### src/rtl/if_pkg.sv
// Shared types and defaults for the instruction-fetch controller.
package if_pkg;

  localparam int unsigned AW_DEF       = 9;
  localparam int unsigned DW_DEF       = 32;
  localparam int unsigned RESET_PC_DEF = 0;
  localparam logic [15:0] COUNT_MAX    = 16'hFFFF;

  typedef enum logic [1:0] {
    ST_IDLE  = 2'd0,
    ST_FETCH = 2'd1,
    ST_HALT  = 2'd2
  } fetch_state_t;

  typedef enum logic [1:0] {
    PC_HOLD    = 2'd0,
    PC_INCR    = 2'd1,
    PC_BRANCH  = 2'd2,
    PC_RESTART = 2'd3
  } pc_sel_t;

  function automatic logic [15:0] sat_inc16(input logic [15:0] value);
    logic [15:0] result;
    if (value == COUNT_MAX) begin
      result = COUNT_MAX;
    end else begin
      result = value + 16'd1;
    end
    return result;
  endfunction

endpackage

### src/rtl/if_pc_next.sv
// Combinational next-PC selector: hold, increment (wraps modulo 2^AW), branch or restart.
module if_pc_next
  import if_pkg::*;
#(
  parameter int unsigned AW       = AW_DEF,
  parameter int unsigned RESET_PC = RESET_PC_DEF
) (
  input  pc_sel_t          sel,
  input  logic [AW-1:0]    pc,
  input  logic [AW-1:0]    branch_target,
  output logic [AW-1:0]    pc_next
);

  localparam logic [AW-1:0] PC_ONE   = {{(AW-1){1'b0}}, 1'b1};
  localparam logic [AW-1:0] PC_RESET = RESET_PC[AW-1:0];

  // Select the PC value for the next cycle.
  always_comb begin
    pc_next = pc;
    case (sel)
      PC_HOLD:    pc_next = pc;
      PC_INCR:    pc_next = pc + PC_ONE;
      PC_BRANCH:  pc_next = branch_target;
      PC_RESTART: pc_next = PC_RESET;
      default:    pc_next = pc;
    endcase
  end

endmodule

### src/rtl/if_fetch_ctrl.sv
// Instruction-fetch controller: IDLE/FETCH/HALT FSM driving a combinational instruction memory.
// Optional macro IF_FETCH_BOUND_CHECK_EN halts fetching once PC leaves 0..PROG_LEN-1.
module if_fetch_ctrl
  import if_pkg::*;
#(
  parameter int unsigned AW       = AW_DEF,
  parameter int unsigned DW       = DW_DEF,
  parameter int unsigned PROG_LEN = 45,
  parameter int unsigned RESET_PC = RESET_PC_DEF
) (
  input  logic          clk,
  input  logic          reset,
  input  logic          start,
  input  logic          stall,
  input  logic          branch_valid,
  input  logic [AW-1:0] branch_target,
  output logic [AW-1:0] mem_addr,
  input  logic [DW-1:0] mem_instr,
  output logic          if_valid,
  output logic [DW-1:0] if_instr,
  output logic [AW-1:0] if_pc,
  output logic          halted,
  output logic [15:0]   fetch_count
);

  localparam logic [AW-1:0] PC_RESET = RESET_PC[AW-1:0];

`ifdef IF_FETCH_BOUND_CHECK_EN
  localparam logic BOUND_EN = 1'b1;
`else
  localparam logic BOUND_EN = 1'b0;
`endif

  fetch_state_t  state;
  fetch_state_t  state_next;
  pc_sel_t       pc_sel;
  logic [AW-1:0] pc;
  logic [AW-1:0] pc_next;
  logic [31:0]   pc_ext;
  logic          out_of_range;
  logic          do_fetch;
  logic          do_flush;
  logic          do_restart;
  logic          do_halt;

  assign mem_addr     = pc;
  assign pc_ext       = 32'(pc);
  assign out_of_range = BOUND_EN & (pc_ext >= PROG_LEN);

  if_pc_next #(
    .AW       (AW),
    .RESET_PC (RESET_PC)
  ) u_pc_next (
    .sel           (pc_sel),
    .pc            (pc),
    .branch_target (branch_target),
    .pc_next       (pc_next)
  );

  // Next-state and per-cycle action decode.
  always_comb begin
    state_next = state;
    pc_sel     = PC_HOLD;
    do_fetch   = 1'b0;
    do_flush   = 1'b0;
    do_restart = 1'b0;
    do_halt    = 1'b0;
    case (state)
      ST_IDLE, ST_HALT: begin
        if (start) begin
          state_next = ST_FETCH;
          pc_sel     = PC_RESTART;
          do_restart = 1'b1;
        end else begin
          state_next = state;
        end
      end
      ST_FETCH: begin
        // A redirect wins over stall so the flush is never lost.
        if (branch_valid) begin
          pc_sel   = PC_BRANCH;
          do_flush = 1'b1;
        end else if (stall) begin
          pc_sel = PC_HOLD;
        end else if (out_of_range) begin
          state_next = ST_HALT;
          do_halt    = 1'b1;
        end else begin
          pc_sel   = PC_INCR;
          do_fetch = 1'b1;
        end
      end
      default: begin
        state_next = ST_IDLE;
        pc_sel     = PC_RESTART;
      end
    endcase
  end

  // State, PC and fetch-output registers.
  always_ff @(posedge clk) begin
    if (reset) begin
      state       <= ST_IDLE;
      pc          <= PC_RESET;
      if_valid    <= 1'b0;
      if_instr    <= {DW{1'b0}};
      if_pc       <= {AW{1'b0}};
      halted      <= 1'b0;
      fetch_count <= 16'd0;
    end else begin
      state <= state_next;
      pc    <= pc_next;
      if (do_restart) begin
        if_valid    <= 1'b0;
        halted      <= 1'b0;
        fetch_count <= 16'd0;
      end else if (do_halt) begin
        if_valid <= 1'b0;
        halted   <= 1'b1;
      end else if (do_flush) begin
        if_valid <= 1'b0;
      end else if (do_fetch) begin
        if_instr    <= mem_instr;
        if_pc       <= pc;
        if_valid    <= 1'b1;
        fetch_count <= sat_inc16(fetch_count);
      end
    end
  end

endmodule

### config.mk
export PLATFORM = sky130hd
export DESIGN_NAME = if_fetch_ctrl
export DESIGN_NICKNAME = d
export VERILOG_FILES = /design/src/rtl/if_pkg.sv /design/src/rtl/if_pc_next.sv /design/src/rtl/if_fetch_ctrl.sv
export SDC_FILE = /design/constraint.sdc
export NUM_CORES = 1
export LEC_CHECK = 0
export BUFFER_PORTS_ARGS = -buffer_cell sky130_fd_sc_hd__buf_4
export CAP_MARGIN = 40
export CORE_ASPECT_RATIO = 0.9
export CORE_MARGIN = 2
export CORE_UTILIZATION = 40
export CTS_BUF_LIST = sky130_fd_sc_hd__clkbuf_8
export CTS_CLUSTER_SIZE = 20
export DETAILED_ROUTE_END_ITERATION = 8
export GPL_TIMING_DRIVEN = 0
export PLACE_DENSITY = 0.71
export SYNTH_ARGS = -nofsm -noshare
export SYNTH_HDL_FRONTEND = slang
export SYNTH_HIERARCHICAL = 1
export SYNTH_SLANG_ARGS = --single-unit
### constraint.sdc
create_clock -name clk -period 7.3 [get_ports clk]
set_input_delay 1.825 -clock clk [delete_from_list [all_inputs] [get_ports clk]]
set_output_delay 1.825 -clock clk [all_outputs]
set_load 0.03 [all_outputs]
* Word-level counts from Yosys, hierarchy flattened
Cells that the tools add are included.
** Cells by class
- $add $sub $neg :: 2
- Eq/ne operators :: 7
- Mux-type cells :: 15
- Bitwise operators :: 3
- Reductions and logical operators :: 8
** Operators by type and width (number)
- 9-bit case mux with 3 select lines :: 1
- 16-bit by 1-bit adder with 16-bit output (second input constant) :: 1
- 16-bit equality test (second input constant) :: 1
- 16-bit two-way mux :: 1
- 9-bit by 1-bit adder with 9-bit output (second input constant) :: 1
- 1-bit two-way mux :: 8
- 2-bit case mux with 2 select lines :: 2
- 2-bit equality test (second input constant) :: 3
- 2-bit two-way mux :: 3
- 2-bit by 1-bit equality test with 1-bit output (second input constant) :: 2
- 2-bit zero test :: 2
- 2-bit AND reduction :: 2
- 2-bit OR reduction :: 2
- 1-bit NOT :: 3
- 3-bit AND reduction :: 1
- 3-bit OR reduction :: 1
- 2-bit != test (second input constant) :: 1
** Storage, ports and cells
- Bits in registers :: 69
- Input port bits :: 46
- Output and inout bits :: 68

* Longest topological paths before layout
Gate-level depths: netlist of run 1.
- Depth after elaboration :: 5
- Depth in mapped cells :: 10
- Gate-level depth less buffers :: 6

* Cells and area by module
The synthesis of run 1 kept the hierarchy.
** Modules (own cells, without submodules)
- if_fetch_ctrl :: times used 1, cells an instance 303, area each 2529.9 um2, seq. area each 1361.3 um2
- if_pc_next :: times used 1, cells an instance 51, area each 337.8 um2, seq. area each 0.0 um2

* Worst setup path after synthesis of run 1
OpenSTA, ideal clock, no wires.
- Kind :: input-to-reg
- From :: input port branch_valid
- To :: register pc[8] (netlist: mem_addr[8])
- Library setup time :: 65 ps
- Data arrival time :: 3617 ps
- Path slack :: 3618 ps
- Stages :: 9
- Buffers on the path :: 3
- Path through :: or3b_1 buf_2 buf_2 buf_1 nand2_1 nand2b_1 or4_1 o211ai_1 nor2b_1
** Between the ends
- Word-level cells in the longest chain between the ends :: 4
- Elaborated cells on any way between the ends :: 7
** RTL lines
- from (decl) :: RTL line if_fetch_ctrl.sv:15 : input logic branch_valid,
- 2-bit two-way mux * :: RTL line if_fetch_ctrl.sv:80 : if (branch_valid) begin
- 2-bit case mux with 2 select lines * :: RTL line if_fetch_ctrl.sv:68 : case (state)
- named net pc_sel[0] :: RTL line if_fetch_ctrl.sv:36 : pc_sel_t pc_sel;
- 2-bit equality test or 2-bit by 1-bit equality test with 1-bit output (tied branches) :: RTL line if_pc_next.sv:20 : case (sel)
- 9-bit case mux with 3 select lines * :: RTL line if_pc_next.sv:20
- named net pc_next[8] :: RTL line if_fetch_ctrl.sv:38 : logic [AW-1:0] pc_next;
- to (signal assigned) :: RTL line if_fetch_ctrl.sv:112 : pc <= pc_next;
- to (decl) :: RTL line if_fetch_ctrl.sv:37 : logic [AW-1:0] pc;
Mark *: on every way through the listed nets, which the timed path passes. The rest lies on a longest branch.
A chain may end at the register's enable or synchronous reset.

* Worst setup path in the final report of run 1
Ends and elaborated chain as after synthesis.

==> flow_metrics.tcl, run 1 <==
set metrics [dict create \
    arrival_ns 4.00 \
    power.leakage_nw 1.66 \
    skew_ns 0.0115 \
    syn2layout_area_growth_pct 41.8 \
    syn_inst 354 \
    period_needed_ns 3.73 \
    required_ns 7.57 \
    start_util 0.410 \
    wire_per_inst_um 13.0 \
    dieHeight_um 84.3 \
    fin_area_mm2 0.00407 \
    status "finished, final reports clean" \
    antenna_found_initial 0 \
    viasPerCell 4.89 \
    drt_pre_antenna_iters 4 \
    cp-end-kind "flip-flop" \
    final_common_cell "buf_4" \
    use_met3 0.0628 \
    ctsHtreeMaxLevel 3 \
    startpoint "branch_valid" \
    path_class "input port to flip-flop" \
    yosysUniqueCellTypes 43 \
    vias 2809 \
    ctsHoldBuffers 0 \
    setup_violations 0 \
    post-place-cells 558 \
    grtUsageTotal 0.191 \
    drc 0 \
    place_area_mm2 0.00382 \
    port_buffers 111 \
    clock_latency_ns 0.34 \
    root_buffer "clkbuf_8" \
    cp-start-kind "input port" \
    use_met2 0.311 \
    fp.dieArea_mm2 0.00786 \
    ant_nets 0 \
    cellPowerDensity_mw_per_mm2 215 \
    yosys_warnings 6 \
    instances_no_fill 574 \
    placementRows 29 \
    cts_resized 0 \
    cts_inserted_buffers 9 \
    grt_overflow_total 0 \
    grt_pass1_wl_um 12100 \
    multiInputGateArea_mm2 0.00138 \
    place.gp.congestion 0.825 \
    r2r-end "mem_addr[8]" \
    peakVddDrop_mv 0.105 \
    ys.flop_type "dfxtp_1" \
    grt-busiest-layer "met2" \
    synth_async_sr_flop_share 0 \
    tns_ns 0 \
    rrSetupSlack_ns 4.80 \
    endpoint "mem_addr[8]" \
    cts_sinks 68 \
    path_max_fanout 10 \
    yosysTopAreaCell "dfxtp_1" \
    grt_max_degree 13 \
    avgSynthCellArea_um2 8.10 \
    io_pins 114 \
    postLayoutCoreUtil 0.581 \
    post-cts-setup-buffers 0 \
    grt_setup_unrepaired "false" \
    seqCellArea_mm2 0.00136 \
    layout_setup_ws_ns 3.57 \
    synthTopCellsByArea "dfxtp_1 (47%), nand2_1 (13%), a21oi_1 (9.4%)" \
    synth-edff-count 0 \
    mostFrequentLayoutCells "buf_4 (113), nand2_1 (97), dfxtp_1 (68)" \
    final.period_utilization 0.511 \
    clk_pin_slew_ns 0.07 \
    finalHoldViolations 0 \
    die_w_um 93.3 \
    antennaDiodeCount 0 \
    grt_use_met1 0.240 \
    first_global_vias 2591 \
    max_freq_mhz 268 \
    synth_top_area_frac 0.475 \
    drv_slew 0 \
    fin_nets 524 \
    rr_startpoint "state[0]" \
    worstHoldPathType "flip-flop to flip-flop" \
    syn_area_mm2 0.00287 \
    core_mm2 0.00700 \
    dp_worst_setup_slack_ns 3.22 \
    cts_tree "done" \
    drt_iter0_markers 127 \
    drive_gt1_frac 0.289 \
    place_hpwl_um 5490 \
    ff2ff_path_depth 9 \
    cts_buffer_depth 2 \
    synth_fp_nets 402 \
    routed_wl_um 7440 \
    yosysSeqAreaShare 0.475 \
    maxCapViolations 0 \
    synth_seq_cells 68 \
    fillCellCount 652 \
]
how the worst min path moves through the flow:
stage                       startpoint           end  slack [ns]  cells past startpoint
after detailed placement  if_instr[19]  if_instr[19]        0.45                      2
after global placement    if_instr[27]  if_instr[27]        0.44                      2
after CTS                     if_pc[1]      if_pc[1]        0.46                      2
after global routing          if_pc[2]      if_pc[2]        0.48                      2
final                     if_instr[23]  if_instr[23]        0.46                      2
after floorplan               state[0]      state[0]        0.48                      2
kinds of logic after synthesis:
family,after synthesis,synth area share
xor gates and xnor gates,7,0.0214
DFF,68,0.475
buffers and inverters,29,0.0445
other,1,0.00131
muxes,8,0.0279
adders and majority gates,2,0.00872
and+or+nand+nor,160,0.267
AOI/OAI and AO/OA,79,0.155
layer usage:
| layer | vias up | share of wire |
|---|---|---|
| li1 | 1445 | - |
| met1 | 1271 | 0.45 |
| met2 | 81 | 0.48 |
| met3 | 12 | 0.058 |
| met4 | 0 | 0.014 |
| met5 | - | 0 |
area by class of cell:
class,count,share of cell area
buffer,23,0.0258
clock buffer,10,0.0338
clock inverter,6,0.0274
inverter,6,0.00554
multi-input combinational,257,0.339
sequential,68,0.335
tap,93,0.0286
timing repair buffer,111,0.205
Yosys cell counts (3+ instances only):
master,number
dfxtp_1,68
a31oi_1,5
inv_1,6
buf_2,3
nor2b_1,13
xnor2_1,5
nor2_1,9
clkbuf_1,14
o21ai_0,4
nor3_1,3
buf_1,3
or4_1,4
nor3b_1,4
a21oi_1,54
nand2b_1,3
nand2_1,97
o211ai_1,5
mux2i_1,8
nand3_1,10
nor4_1,4
o22ai_1,4
state kept, by name (all words and copies together), names as in the netlist:
name and flops:
if_pc 9, fetch_count 16, mem_addr 9, if_valid 1, state 1, if_instr 32
critical path: stages:
cell and delay (ns):
buf_4 0.12, or3b_1 0.35, buf_2 0.16, buf_2 0.20, buf_1 0.25, nand2_1 0.21
nand2b_1 0.14, or4_1 0.51, o211ai_1 0.09, nor2b_1 0.13
power by group:
group          switching (mW)  internal (mW)  total, mW
Combinational          0.0565         0.0462      0.103
Sequential             0.0113          0.381      0.392
Clock                   0.144          0.236      0.380
Total                   0.211          0.663      0.875
stage by stage:
stage	total power [mW]	hold slack [ns]
finish	0.875	0.456
global route	0.913	0.475
CTS	0.884	0.457
detailed placement	0.504	0.447
global placement	0.503	0.443
floorplan	0.458	0.476
(Power assumes the default switching activity.)
==> run 2, diff against run 1 <==
Settings changed: ABC_AREA set to 1, PLACE_DENSITY 0.71 to 0.7.
Clock period 7.3 ns to 3.7 ns, I/O delays scaled along.
==> run 2 against run 1 <==
  * Final cell count rose by 15%
  * Via count rose by 12%
  * First-iteration DRC count rose by 20%
  * Final area rose by 4.6%
  * Setup slack got worse by 2.2 ns
  * Power rose by 86%
  * Sequential share of layout area fell by 1.5 points
  * Non-clock buffer count fell by 5
  * Sequential cell count did not move
==> flow_metrics.tcl, run 2 <==
set metrics [dict create \
    synth_fp_nets 486 \
    cts_buffer_depth 2 \
    dieHeight_um 87.5 \
    rrSetupSlack_ns 1.76 \
    fillCellCount 726 \
    antennaDiodeCount 0 \
    synth-edff-count 0 \
    endpoint "mem_addr[6]" \
    setup_violations 0 \
    fp.dieArea_mm2 0.00847 \
    period_needed_ns 2.32 \
    cts_tree "done" \
    viasPerCell 4.75 \
    cp-end-kind "flip-flop" \
    worstHoldPathType "flip-flop to flip-flop" \
    grt_max_degree 11 \
    place.gp.congestion 0.852 \
    wire_per_inst_um 12.4 \
    syn_inst 438 \
    cp_num_buf_inv 5 \
    grt_pass1_wl_um 13200 \
    routed_wl_um 8210 \
    startpoint "branch_valid" \
    clk_pin_slew_ns 0.07 \
    crit_path_max_incr_delay_ns 0.30 \
    port_buffers 112 \
    path_depth 15 \
    io_pins 114 \
    ff2ff_path_depth 13 \
    top_regs "if_instr x32, fetch_count x16" \
    drt_pre_antenna_iters 4 \
    synth_most_common_cell "nor2_1" \
    yosysSeqAreaShare 0.439 \
    start_util 0.411 \
    maxCapViolations 0 \
    tns_ns 0 \
    arrival_ns 2.59 \
    placementRows 30 \
    mostFrequentLayoutCells "nor2_1 (116), buf_4 (113), nand2_1 (68), dfxtp_1 (68), o21ai_0 (47)" \
    ys.flop_type "dfxtp_1" \
    cp_common_cell "nand2_1" \
    first_global_vias 2918 \
    synthTopCellsByArea "dfxtp_1 (44%), nor2_1 (14%), nand2_1 (8.2%)" \
    drt_iter0_markers 153 \
    yosys_warnings 6 \
    hold_depth 2 \
    grt_overflow_total 0 \
    status "finished, final reports clean" \
    synth_seq_cells 68 \
    cts_inserted_buffers 9 \
    drv_slew 0 \
    r2r-end "mem_addr[6]" \
    synth_async_sr_flop_share 0 \
    syn2layout_area_growth_pct 37.1 \
    skew_ns 0.00745 \
    synth_top_area_frac 0.439 \
    grt_setup_unrepaired "false" \
    rr_startpoint "state[0]" \
    yosysTopAreaCell "dfxtp_1" \
    multiInputGateArea_mm2 0.00149 \
    final_common_cell "nor2_1" \
    ctsHtreeMaxLevel 3 \
    ant_nets 0 \
    drive_gt1_frac 0.289 \
    yosysUniqueCellTypes 35 \
    crit_chain "buf_4 > nor2_1 > nand2_1 > buf_2 > buf_2 > nand2_1 > nor2_2 > nand2_1 > nand2_1 > inv_2 > nand2_1 > nand2_1 > nand2_1 > inv_1 > nor2_1" \
    seqCellArea_mm2 0.00136 \
    clock_latency_ns 0.34 \
    cp-start-kind "input port" \
    path_class "input port to flip-flop" \
    cts_sinks 68 \
    critPathSlowestCell "nor2_2" \
    root_buffer "clkbuf_8" \
    max_freq_mhz 431 \
    place_hpwl_um 6290 \
    yosys-top-cells-count "nor2_1 (116), dfxtp_1 (68), nand2_1 (68)" \
    drc 0 \
    largest_reg_flops 32 \
    cp_top_family "simple AND/OR/NAND/NOR gates" \
    vias 3138 \
    core_mm2 0.00754 \
    whs_ns 0.485 \
    avgSynthCellArea_um2 7.08 \
    ctsHoldBuffers 0 \
    grtUsageTotal 0.194 \
    die_w_um 96.8 \
    post-cts-setup-buffers 0 \
    syn_area_mm2 0.00310 \
    finalHoldViolations 0 \
    antenna_found_initial 0 \
    final.period_utilization 0.626 \
    peakVddDrop_mv 0.183 \
    power.leakage_nw 2.03 \
    fin_nets 609 \
    path_max_fanout 10 \
    largest-register "if_instr" \
    cts_resized 0 \
    cellPowerDensity_mw_per_mm2 383 \
    required_ns 3.97 \
]
run 2: cell count changes after synthesis, sizes merged, moves of 5 or more:
cell    delta
nand2     -25
nor2     +116
inv       +37
mux2i      -8
a21oi     -44
nor2b     -13
nand3     +13
o21ai     +47
clkbuf     -5
nor4       -5
run 2: through the flow:
stage / utilization / setup slack (ns) / cell area, um2 / instances / total power, mW
floorplan: - / 1.43 / 3100 / 438 / 0.941
CTS: 0.564 / 1.36 / 4250 / 660 / 1.65
global placement: 0.538 / 1.02 / 4060 / 646 / 1.04
detailed placement: 0.538 / 1.01 / 4060 / 646 / 1.05
global route: 0.564 / 1.14 / 4250 / 660 / 1.71
finish: 0.564 / 1.38 / 4250 / 660 / 1.63
run 2: final cells by class:
class | count | share of cell area
plain buffers | 17 | 0.0194
clock buffers | 11 | 0.0356
clock inverters | 3 | 0.00912
inverters | 44 | 0.0388
multi-input cells | 309 | 0.351
flip-flops and latches | 68 | 0.320
well taps | 96 | 0.0283
repair buffers | 112 | 0.198
run 2: logic make-up (layout without fill, tap and decap cells):
kind of cell | count (synthesis) | in the layout | synth area share
XOR/XNOR | 6 | 6 | 0.0169
AND/OR/NAND/NOR | 234 | 234 | 0.339
buffers and inverters | 61 | 187 | 0.0799
flip-flops | 68 | 68 | 0.439
AO/OA/AOI/OAI | 66 | 66 | 0.116
adder cells (fa/ha/maj) | 2 | 2 | 0.00807
other | 1 | 1 | 0.00121
run 2: worst min path at each step:
| stage | from | endpoint | slack, ns |
|---|---|---|---|
| after global routing | if_instr[25] | if_instr[25] | 0.50 |
| final | if_instr[1] | if_instr[1] | 0.49 |
| after global placement | if_instr[21] | if_instr[21] | 0.47 |
| after detailed placement | if_instr[1] | if_instr[1] | 0.47 |
| after CTS | if_instr[1] | if_instr[1] | 0.49 |
| after floorplan | state[0] | state[0] | 0.48 |
run 2: where the power goes:
part | internal, mW | switching [mW] | total, mW
combinational | 0.100 | 0.147 | 0.248
sequential | 0.760 | 0.0221 | 0.782
clock | 0.337 | 0.261 | 0.599
run 2: per-layer routing:
layer  share of wire  up-vias  global-route usage
li1                -     1626                   -
met1            0.46     1407               0.242
met2            0.47       95               0.326
met3           0.052       10              0.0530
met4           0.019        0              0.0730
met5               0        -                   0
run 2: worst min-delay path: stages (launching register included):
cell,delay [ns]
dfxtp_1,0.33
nor2_1,0.05
nor2_1,0.08
==> run 3, diff against run 2 <==
Settings changed: ABC_AREA 1 to 0, PLACE_DENSITY 0.7 to 0.74.
Clock period 3.7 ns to 1.9 ns, I/O delays scaled along.
==> run 3 against run 2 <==
  * Wire length shrank 3.8%
  * Via count shrank 8.8%
  * Clock-buffer cell count did not move
  * Critical path depth down 7
  * Utilization up 2.7 points
  * Combinational power increased by 68%
  * Sequential power up 93%
  * Final area is 2.8% lower
  * Die area is 7.2% lower
  * Clock skew is 0.0018 ns higher
  * Global-route usage up 1.2 points
  * Non-clock buffer count up 7
  * Critical path type is now flip-flop to flip-flop
  * Largest cell class unchanged
  * Highest routed layer unchanged
==> flow_metrics.tcl, run 3 (same netlist as run 1, synthesis figures left out) <==
set metrics [dict create \
    top_regs "if_instr x32, fetch_count x16" \
    dieHeight_um 84.3 \
    crit_chain "or3b_4 > buf_6 > buf_12 > nand2_8 > nand2b_4 > or4_1 > o211ai_1 > nor2b_1" \
    grt_pass1_wl_um 13000 \
    cp-start-kind "flip-flop" \
    io_pins 114 \
    grt_max_degree 19 \
    drv_slew 0 \
    cp-end-kind "flip-flop" \
    fp.dieArea_mm2 0.00786 \
    routed_wl_um 7900 \
    peakVddDrop_mv 0.572 \
    worstHoldPathType "input port to flip-flop" \
    drc 0 \
    root_buffer "clkbuf_8" \
    place.gp.congestion 0.845 \
    whs_ns 0.353 \
    skew_ns 0.00923 \
    die_w_um 93.3 \
    worst_pin_slew_ns 0.512 \
    antennaDiodeCount 0 \
    finalHoldViolations 0 \
    vias 2862 \
    wire_per_inst_um 13.7 \
    post-place-cells 558 \
    cts_tree "done" \
    start_util 0.410 \
    cp_num_buf_inv 2 \
    status "finished, final reports clean" \
    placementRows 29 \
    power.leakage_nw 1.71 \
    final_common_cell "buf_4" \
    path_class "flip-flop to flip-flop" \
    grtUsageTotal 0.206 \
    place_hpwl_um 5770 \
    tns_ns 0 \
    path_max_fanout 5 \
    ctsHtreeMaxLevel 3 \
    antenna_found_initial 0 \
    postLayoutCoreUtil 0.590 \
    largest-register "if_instr" \
    hold_path.startpoint "start" \
    clk_pin_slew_ns 0.07 \
    clock_latency_ns 0.34 \
    core_mm2 0.00700 \
    cellPowerDensity_mw_per_mm2 789 \
    startpoint "state[0]" \
    first_global_vias 2779 \
    grt_overflow_total 0 \
    max_freq_mhz 538 \
    drive_gt1_frac 0.311 \
    critPathSlowestCell "or4_1" \
    arrival_ns 2.13 \
    syn2layout_area_growth_pct 44.2 \
    setup_violations 0 \
    instances_no_fill 576 \
    largest_reg_flops 32 \
    maxCapViolations 0 \
    drt_iter0_markers 134 \
    ant_nets 0 \
    final.period_utilization 0.978 \
    rr_startpoint "state[0]" \
    period_needed_ns 1.86 \
    seqCellArea_mm2 0.00136 \
    cp_top_family "simple AND/OR/NAND/NOR gates" \
    cts_inserted_buffers 9 \
    fin_nets 526 \
    port_buffers 111 \
    cts_buffer_depth 2 \
    fillCellCount 639 \
    crit_path_max_incr_delay_ns 0.42 \
    cts_sinks 68 \
    required_ns 2.17 \
    multiInputGateArea_mm2 0.00142 \
    slew_headroom 0.658 \
    mostFrequentLayoutCells "buf_4 (116), nand2_1 (96), dfxtp_1 (66)" \
    drt_pre_antenna_iters 4 \
    grt_setup_unrepaired "true" \
    viasPerCell 4.97 \
]
[run 3: power by group]
| group | internal, mW | switching, mW | total [mW] |
|---|---|---|---|
| registers | 1.47 | 0.0471 | 1.51 |
| clock network | 0.804 | 0.529 | 1.33 |
| logic | 0.189 | 0.228 | 0.417 |
| total | 2.46 | 0.804 | 3.26 |
[run 3: worst min-delay path: stages]
cell	delay, ns
buf_4	0.08
nor2_1	0.03
nor2_1	0.06
[run 3: through the flow]
stage / power, mW / cell area, um2 / setup WS, ns
2_1_floorplan: 1.77 / 2910 / -0.179
3_3_place_gp: 1.94 / 3860 / -0.387
3_5_place_dp: 1.95 / 3860 / -0.425
4_1_cts: 3.30 / 4110 / 0.000963
5_1_grt: 3.41 / 4130 / -0.0137
6_report: 3.26 / 4130 / 0.0410
[run 3: routing by layer]
layer | routed length (um) | GRT usage | vias to the layer above
li1 | - | - | 1458
met2 | 3710 | 0.319 | 86
met5 | 0 | 0 | -
met4 | 82 | 0.0695 | 0
met1 | 3630 | 0.262 | 1310
met3 | 467 | 0.0826 | 8
[run 3: final timing paths]
kind	end	slack, ns	cells after the start
worst min-delay path	state[0]	0.35	3
worst max-delay path	mem_addr[6]	0.04	8
worst min register to register	if_instr[16]	0.46	2
worst max register to register	mem_addr[6]	0.04	8
[run 3: cell type report]
cell class,instances,share of cell area
multi-input combinational,257,0.344
clock buffer,11,0.0366
inverter,6,0.00545
sequential,68,0.330
buffer,22,0.0309
tap,93,0.0281
clock inverter,5,0.0185
timing repair buffer,114,0.207
[run 3: what timing repair did]
item	CTS	global route
endpoints found under the setup margin	15	42
buffers inserted	2	1
pin swaps	1	3
gates resized for setup	5	9
hold buffers	0	0
